**src/rtl/sort_pkg.sv**
```systemverilog
// sort_pkg: default widths and the key comparison shared by the sorting-network stages.
package sort_pkg;

    localparam int SORT_KEY_WIDTH     = 4;
    localparam int SORT_PAYLOAD_WIDTH = 4;
    localparam int SORT_CNT_WIDTH     = 16;
    localparam int SORT_MAX_KEY_WIDTH = 64;

    // True when key a is strictly greater than key b. Keys arrive zero-extended to
    // 64 bits; for two's complement keys the sign bit of the real width is inverted
    // so that a plain unsigned compare gives the signed ordering.
    function automatic logic key_gt(
        input logic [SORT_MAX_KEY_WIDTH-1:0] a,
        input logic [SORT_MAX_KEY_WIDTH-1:0] b,
        input int unsigned                   width,
        input logic                          is_signed
    );
        logic [SORT_MAX_KEY_WIDTH-1:0] bias;
        bias = is_signed ? (64'd1 << (width - 1)) : 64'd0;
        return (a ^ bias) > (b ^ bias);
    endfunction

endpackage

```
**src/rtl/skid_reg.sv**
```systemverilog
// skid_reg: output register backed by a one-entry skid register; up_ready is registered.
module skid_reg #(
    parameter int W = 8
) (
    input  logic         clk,
    input  logic         rst,
    input  logic [W-1:0] up_data,
    input  logic         up_valid,
    output logic         up_ready,
    output logic [W-1:0] dn_data,
    output logic         dn_valid,
    input  logic         dn_ready
);

    logic [W-1:0] skid_data;
    logic         skid_valid;
    logic [W-1:0] out_data_next;
    logic [W-1:0] skid_data_next;
    logic         out_valid_next;
    logic         skid_valid_next;
    logic         accept;
    logic         drain;

    assign accept = up_valid & up_ready;
    assign drain  = dn_valid & dn_ready;

    // Next-state selection: drain refills from skid first, otherwise from the new pair.
    always_comb begin
        out_data_next   = dn_data;
        out_valid_next  = dn_valid;
        skid_data_next  = skid_data;
        skid_valid_next = skid_valid;
        if (drain) begin
            if (skid_valid) begin
                out_data_next   = skid_data;
                out_valid_next  = 1'b1;
                skid_valid_next = 1'b0;
            end else if (accept) begin
                out_data_next  = up_data;
                out_valid_next = 1'b1;
            end else begin
                out_valid_next = 1'b0;
            end
        end else if (accept) begin
            if (!dn_valid) begin
                out_data_next  = up_data;
                out_valid_next = 1'b1;
            end else begin
                skid_data_next  = up_data;
                skid_valid_next = 1'b1;
            end
        end
    end

    // State registers; up_ready tracks the inverse of the upcoming skid occupancy.
    always_ff @(posedge clk or negedge rst) begin
        if (!rst) begin
            dn_data    <= '0;
            dn_valid   <= 1'b0;
            skid_data  <= '0;
            skid_valid <= 1'b0;
            up_ready   <= 1'b0;
        end else begin
            dn_data    <= out_data_next;
            dn_valid   <= out_valid_next;
            skid_data  <= skid_data_next;
            skid_valid <= skid_valid_next;
            up_ready   <= !skid_valid_next;
        end
    end

endmodule

```
**src/rtl/cae_pipe.sv**
```systemverilog
// cae_pipe: compare-and-exchange stage with payloads, one-cycle latency and a swap counter.
module cae_pipe
    import sort_pkg::*;
#(
    parameter int KEY_WIDTH     = SORT_KEY_WIDTH,
    parameter int PAYLOAD_WIDTH = SORT_PAYLOAD_WIDTH,
    parameter int SIGNED        = 0,
    parameter int CNT_WIDTH     = SORT_CNT_WIDTH
) (
    input  logic                     clk,
    input  logic                     rst,
    input  logic                     asc,
    input  logic [KEY_WIDTH-1:0]     x1_key,
    input  logic [KEY_WIDTH-1:0]     x2_key,
    input  logic [PAYLOAD_WIDTH-1:0] x1_pay,
    input  logic [PAYLOAD_WIDTH-1:0] x2_pay,
    input  logic                     x_valid,
    output logic                     x_ready,
    output logic [KEY_WIDTH-1:0]     y1_key,
    output logic [KEY_WIDTH-1:0]     y2_key,
    output logic [PAYLOAD_WIDTH-1:0] y1_pay,
    output logic [PAYLOAD_WIDTH-1:0] y2_pay,
    output logic                     y_valid,
    input  logic                     y_ready,
    output logic                     y_swapped,
    input  logic                     cnt_clr,
    output logic [CNT_WIDTH-1:0]     swap_cnt
);

    localparam int DW = 1 + 2 * (KEY_WIDTH + PAYLOAD_WIDTH);
    localparam logic [CNT_WIDTH-1:0] CNT_MAX = '1;

    logic          x1_gt;
    logic          x2_gt;
    logic          do_swap;
    logic [DW-1:0] pair_data;
    logic [DW-1:0] out_data;

    assign x1_gt = key_gt(64'(x1_key), 64'(x2_key), KEY_WIDTH, SIGNED != 0);
    assign x2_gt = key_gt(64'(x2_key), 64'(x1_key), KEY_WIDTH, SIGNED != 0);

    // Strict compare only, so equal keys keep their order; payloads travel with keys.
    always_comb begin
        do_swap   = asc ? x1_gt : x2_gt;
        pair_data = do_swap ? {1'b1, x2_key, x2_pay, x1_key, x1_pay}
                            : {1'b0, x1_key, x1_pay, x2_key, x2_pay};
    end

    skid_reg #(.W(DW)) u_skid (
        .clk      (clk),
        .rst      (rst),
        .up_data  (pair_data),
        .up_valid (x_valid),
        .up_ready (x_ready),
        .dn_data  (out_data),
        .dn_valid (y_valid),
        .dn_ready (y_ready)
    );

    assign {y_swapped, y1_key, y1_pay, y2_key, y2_pay} = out_data;

    // Saturating swap counter; a clear in the same cycle beats an increment.
    always_ff @(posedge clk or negedge rst) begin
        if (!rst) begin
            swap_cnt <= '0;
        end else if (cnt_clr) begin
            swap_cnt <= '0;
        end else if (x_valid && x_ready && do_swap && swap_cnt != CNT_MAX) begin
            swap_cnt <= swap_cnt + 1'b1;
        end
    end

endmodule

```
**config.mk**
```make
export PLATFORM = sky130hd
export DESIGN_NAME = cae_pipe
export DESIGN_NICKNAME = d
export VERILOG_FILES = /design/src/rtl/sort_pkg.sv /design/src/rtl/skid_reg.sv /design/src/rtl/cae_pipe.sv
export SDC_FILE = /design/constraint.sdc
export NUM_CORES = 1
export LEC_CHECK = 0
export ABC_AREA = 1
export BUFFER_PORTS_ARGS = -buffer_cell sky130_fd_sc_hd__buf_2
export CAP_MARGIN = 20
export CORE_ASPECT_RATIO = 2
export CORE_MARGIN = 5
export CORE_UTILIZATION = 35
export DETAILED_ROUTE_END_ITERATION = 8
export SLEW_MARGIN = 20
export SYNTH_ARGS = -nofsm -noshare
export SYNTH_HDL_FRONTEND = slang
export SYNTH_SLANG_ARGS = --single-unit
```
**constraint.sdc**
```tcl
create_clock -name clk -period 3.5 [get_ports clk]
set_input_delay 0.35 -clock clk [delete_from_list [all_inputs] [get_ports clk]]
set_output_delay 0.35 -clock clk [all_outputs]
set_load 0.05 [all_outputs]
```
**Word level (Yosys, flattened, before mapping)**

Cells that the tools add are included.
Widths: inputs -> output; s select.

- Logic and storage cells: 39
- Bits of input ports: 22
- Register bits: 53

- Equality and inequality tests: 2
- Reductions and logical operators: 9
- Multiplexer cells: 16
- Bitwise gates (word level): 3
- Add/subtract/negate cells: 1
- Magnitude comparators: 2

Operators by type and width:

| cell | number |
|---|---|
| $mux 17 | 6 |
| $mux 16 | 2 |
| $add 16x1->16 const B | 1 |
| $ne 16x16->1 const B | 1 |
| $gt 4x4->1 | 2 |
| $mux 1 | 8 |
| $reduce_and 3->1 | 2 |
| $reduce_bool 2->1 | 3 |
| $logic_and 1x1->1 | 3 |
| $and 1x1->1 | 2 |
| $ne 2x2->1 const B | 1 |
| $logic_not 1->1 | 1 |
| $not 1->1 | 1 |

**Longest topological paths before layout**

- Depth after elaboration: 6
- Gate-level depth with buffers: 14
- Gate-level depth less buffers: 13

**Modules after synthesis**

A second synthesis with hierarchy kept.

- Cell total of the unflattened synthesis: 440
- Area, all modules: 3224.3 um2

By module, submodules not included:

| module | area an instance (um2) | times used | cells each | sequential area each (um2) |
|---|---|---|---|---|
| skid_reg | 1769.2 | 1 | 216 | 925.9 |
| cae_pipe | 1455.1 | 1 | 224 | 400.4 |

**Worst setup path after synthesis**

Ideal clock, no wire load.

- Kind: flip-flop to flip-flop
- Start: reg swap_cnt[0]
- End: reg swap_cnt[10]
- Cell stages (with the launch flop): 10
- Period minus slack after synthesis: 1.913 ns
- Setup slack: 1.587 ns
- Data arrival time: 1.794 ns
- Data required time: 3.381 ns
- Setup time: 0.119 ns
- Cells stage by stage: dfrtp_1 -> ha_1 -> nand3_1 -> inv_1 -> nand4_1 -> nand3_4 -> nand2_4 -> buf_6 -> nand2_1 -> nand2_1

- Word-level cells in the longest chain between the ends: 3

RTL lines:

| item | RTL line | text |
|---|---|---|
| start: declaration | cae_pipe.sv:27 | `output logic [CNT_WIDTH-1:0] swap_cnt` |
| start signal: assignment | cae_pipe.sv:69 | `swap_cnt <= swap_cnt + 1'b1;` |
| $add 16x1->16 / $ne 16x16->1 (equally long branches) | cae_pipe.sv:69, cae_pipe.sv:68 |  |
| $mux 16 / $logic_and 1x1->1 (equally long branches) | cae_pipe.sv:68 | `end else if (x_valid && x_ready && do_swap && swap_cnt != CNT_MAX) begin` |
| $mux 16 / $reduce_bool 2->1 (equally long branches) | - |  |

Parallel ways exist; a longest one is shown, timed or not. The select of a mux whose other input is x is not followed.
A chain may end at the register's enable or synchronous reset.

**Worst setup path after layout**

- Start: reg u_skid.dn_valid
- End: reg u_skid.dn_data[14]

- Word-level cells in the longest chain between the ends: 3

RTL lines:

| item | RTL line | text |
|---|---|---|
| start: declaration | skid_reg.sv:11 | `output logic dn_valid,` |
| start signal: assignment | skid_reg.sv:65 | `dn_valid <= out_valid_next;` |
| $and 1x1->1 | skid_reg.sv:25 | `assign drain = dn_valid & dn_ready;` |
| $ne 2x2->1 (no line) / $reduce_bool 2->1 (equally long branches) | - |  |
| $reduce_and 3->1 (no line) | - |  |
| end signal: assignment | skid_reg.sv:64 | `dn_data <= out_data_next;` |
| end: declaration | skid_reg.sv:10 | `output logic [W-1:0] dn_data,` |

Parallel ways exist; a longest one is shown, timed or not.

==> impl_metrics.env <==
export IMPL_run_status="finished, final reports clean"
export IMPL_max_cap_violations=0
export IMPL_floorplan_core_area_um2=8530
export IMPL_cts_repair_timing_setup_buffer_count=0
export IMPL_leakagePower_nw=1.90
export IMPL_count_of_cell_instances_traversed_by_the_critical_path=7
export IMPL_drt_drc_violations_left=0
export IMPL_mappedNetlistNets=452
export IMPL_cp_num_buf_inv=2
export IMPL_cts_max_path_buffers=2
export IMPL_syn_area_per_cell_um2=7.12
export IMPL_r2r_worst_path_depth=7
export IMPL_timing_slew_headroom=0.510
export IMPL_path_cells="nand3_2, inv_2, o21ai_2, buf_4, a21oi_1, nand2_1, nand2_1"
export IMPL_worst_r2r_setup_slack_ps=1170
export IMPL_first_pass_iters=4
export IMPL_totalWireLength_um=8120
export IMPL_synthMostInstantiatedCell="sky130_fd_sc_hd__nand2_1"
export IMPL_io_pins=57
export IMPL_synth_flop_cell="sky130_fd_sc_hd__dfrtp_1"
export IMPL_synth_top_family_by_area="simple AND/OR/NAND/NOR gates"
export IMPL_diodes=0
export IMPL_critPathMostFrequentCell="sky130_fd_sc_hd__nand2_1"
export IMPL_count_of_hold_buffers_inserted_by_post_cts_repair=0
export IMPL_ys_top_cells_by_area="sky130_fd_sc_hd__dfrtp_1, sky130_fd_sc_hd__nand2_1, sky130_fd_sc_hd__nand3_1"
export IMPL_h_tree_depth=2
export IMPL_gp_congestion=0.898
export IMPL_worst_hold_path_type="in2async"
export IMPL_synth_compound_gate_area_share=0.0702
export IMPL_post_cts_resized_instances=0
export IMPL_max_transition_viols_final=0
export IMPL_fin_setup_tns_ps=0
export IMPL_origin_of_the_worst_setup_path="u_skid.dn_valid"
export IMPL_first_drt_iteration_drcs=202
export IMPL_crit_path_max_fanout=19
export IMPL_cts_sinks=53
export IMPL_end_kind="register"
export IMPL_yosys_mux_area_fraction=0
export IMPL_critical_path_class="reg2reg"
export IMPL_synth_ff_latch_count=53
export IMPL_synth_seq_area_share=0.438
export IMPL_timing_critical_path_from_type="register"
export IMPL_synth_largest_area_cell="sky130_fd_sc_hd__dfrtp_1"
export IMPL_synth_edf_count=0
export IMPL_grt_start_max_net_pins=36
export IMPL_rows=48
export IMPL_synthesis_instances=425
export IMPL_tritoncts_num_buffers=5
export IMPL_ir_worst_vdd_mv=0.234
export IMPL_clkSlewWorstSetupHoldPaths_ps=70
export IMPL_post_synth_instance_area_um2=3030
export IMPL_critPathTopFamily="compound AO/OA/AOI/OAI gates"
export IMPL_design_final_nets=501
export IMPL_fmax_ghz=0.429
export IMPL_yosys_warnings=0
export IMPL_clock_insertion_delay_worst_skew_ps=290
export IMPL_worst_ep_arrival_time_ps=2520
export IMPL_synthSimpleGateAreaFrac=0.371
export IMPL_viasPerCell=5.03
export IMPL_report_final_setup_viol=0
export IMPL_floorplan_die_area_um2=10700
export IMPL_worst_endpoint_required_ps=3690
export IMPL_synth_top_cell_area_share=0.438
export IMPL_chipHeight_um=142
export IMPL_globalRouteTotalUtil=0.161
export IMPL_timing_clock_skew_ps=10.6
export IMPL_routedWlPerCell_um=14.1
export IMPL_port_buffer_count=56
export IMPL_antenna_violations_before_repair=0
export IMPL_dp_hpwl_um=6080
export IMPL_final_fill_count=914
export IMPL_synthTopCellsByCount="sky130_fd_sc_hd__nand2_1, sky130_fd_sc_hd__nand3_1, sky130_fd_sc_hd__dfrtp_1"
export IMPL_synth_adder_area_share=0.0207
export IMPL_cts_tree="built"
export IMPL_horiz_die_dim_um=75.8
export IMPL_min_period_over_period=0.666
export IMPL_regToRegStartpoint="u_skid.dn_valid"
export IMPL_detail_route_antenna_nets=0
export IMPL_layout_drive_gt1_share=0.156
export IMPL_rsz0062_at_grt="no"
export IMPL_worst_path_largest_cell_delay_ps=640
export IMPL_power_per_cell_area_nw_per_um2=708
export IMPL_starting_density=0.355
export IMPL_layout_core_utilization=0.412
export IMPL_postSynth_asyncResetShare=1.00
export IMPL_route_vias_total=2894
export IMPL_yosys_cell_types_count=25
export IMPL_via_count_of_the_first_global_routing_pass=2810
export IMPL_clk_root_buffer_cell="sky130_fd_sc_hd__clkbuf_16"
export IMPL_cpMaxStageDelayCell="sky130_fd_sc_hd__o21ai_2"
export IMPL_hold_viol_final=0
export IMPL_xor_xnor_share_of_the_synthesized_area=0.0289
export IMPL_area_growth_synth_to_final_pct=15.9
export IMPL_grt_first_pass_wirelength_um=13300
export IMPL_max_slew_worst_pin_slew_ps=735
export IMPL_final_min_clock_period_ps=2330
export IMPL_overflow=0
cells by family after synthesis:
family	after synthesis
xor gates and xnor gates	10
AOI/OAI and AO/OA	40
adders and majority gates	5
and+or+nand+nor	266
buffers and inverters	51
DFF	53
final timing paths:
check / end
max in group asynchronous: u_skid.skid_data[9]
worst max-delay path: u_skid.dn_data[14]
worst min register to register: u_skid.dn_data[8]
worst min-delay path: u_skid.skid_data[11]
worst max register to register: u_skid.dn_data[14]
min in group clk: u_skid.up_ready
cell type report:
cell class	instances	area [um^2]	area share
Multi-Input combinational cell	321	1490	0.425
Sequential cell	53	1330	0.378
Timing Repair Buffer	58	295	0.0841
Clock buffer	7	133	0.0378
Inverter	35	131	0.0374
Tap cell	100	125	0.0357
Clock inverter	1	7.51	0.00214
cell usage in the layout (no fill, tap or decap), drive strengths merged:
master      n
nand2     170
nand3      58
nor2       36
dfrtp      53
buf        58
ha          5
nand4       2
a21oi      19
clkinvlp    1
o21ai      19
clkbuf      7
inv        34
xor2        7
clkinv      1
xnor2       3
o21bai      2
report_power, final:
part | internal, W | switching, W | leakage [nW]
sequential | 0.000824 | 0.0000979 | 0.681
combinational | 0.000262 | 0.000816 | 1.15
clock | 0.000266 | 0.000218 | 0.0641
per-layer routing:
layer	vias up	routed length, um	global-route usage
met4	0	196	0.0590
met1	1370	3150	0.178
li1	1438	-	-
met5	-	0	0
met2	74	4390	0.291
met3	12	386	0.0312
registers in the layout, summed over array words and instances, names as in the netlist:
register	count
swap_cnt	16
u_skid.dn_data	17
u_skid.dn_valid	1
u_skid.skid_data	17
u_skid.skid_valid	1
u_skid.up_ready	1
per-stage QoR:
| step | power [W] | cells | worst slack [ps] | hold slack [ps] | cell area [um^2] |
|---|---|---|---|---|---|
| finish | 0.00248 | 575 | 1170 | 87.3 | 3510 |
| global route | 0.00266 | 575 | 911 | 147 | 3510 |
| CTS | 0.00252 | 575 | 1090 | 106 | 3500 |
| detailed placement | 0.00202 | 567 | 1090 | 426 | 3360 |
| global placement | 0.00200 | 567 | 1120 | 425 | 3360 |
| floorplan | 0.00175 | 425 | 1590 | 54.4 | 3030 |
Power figures use the tool's default switching activity.
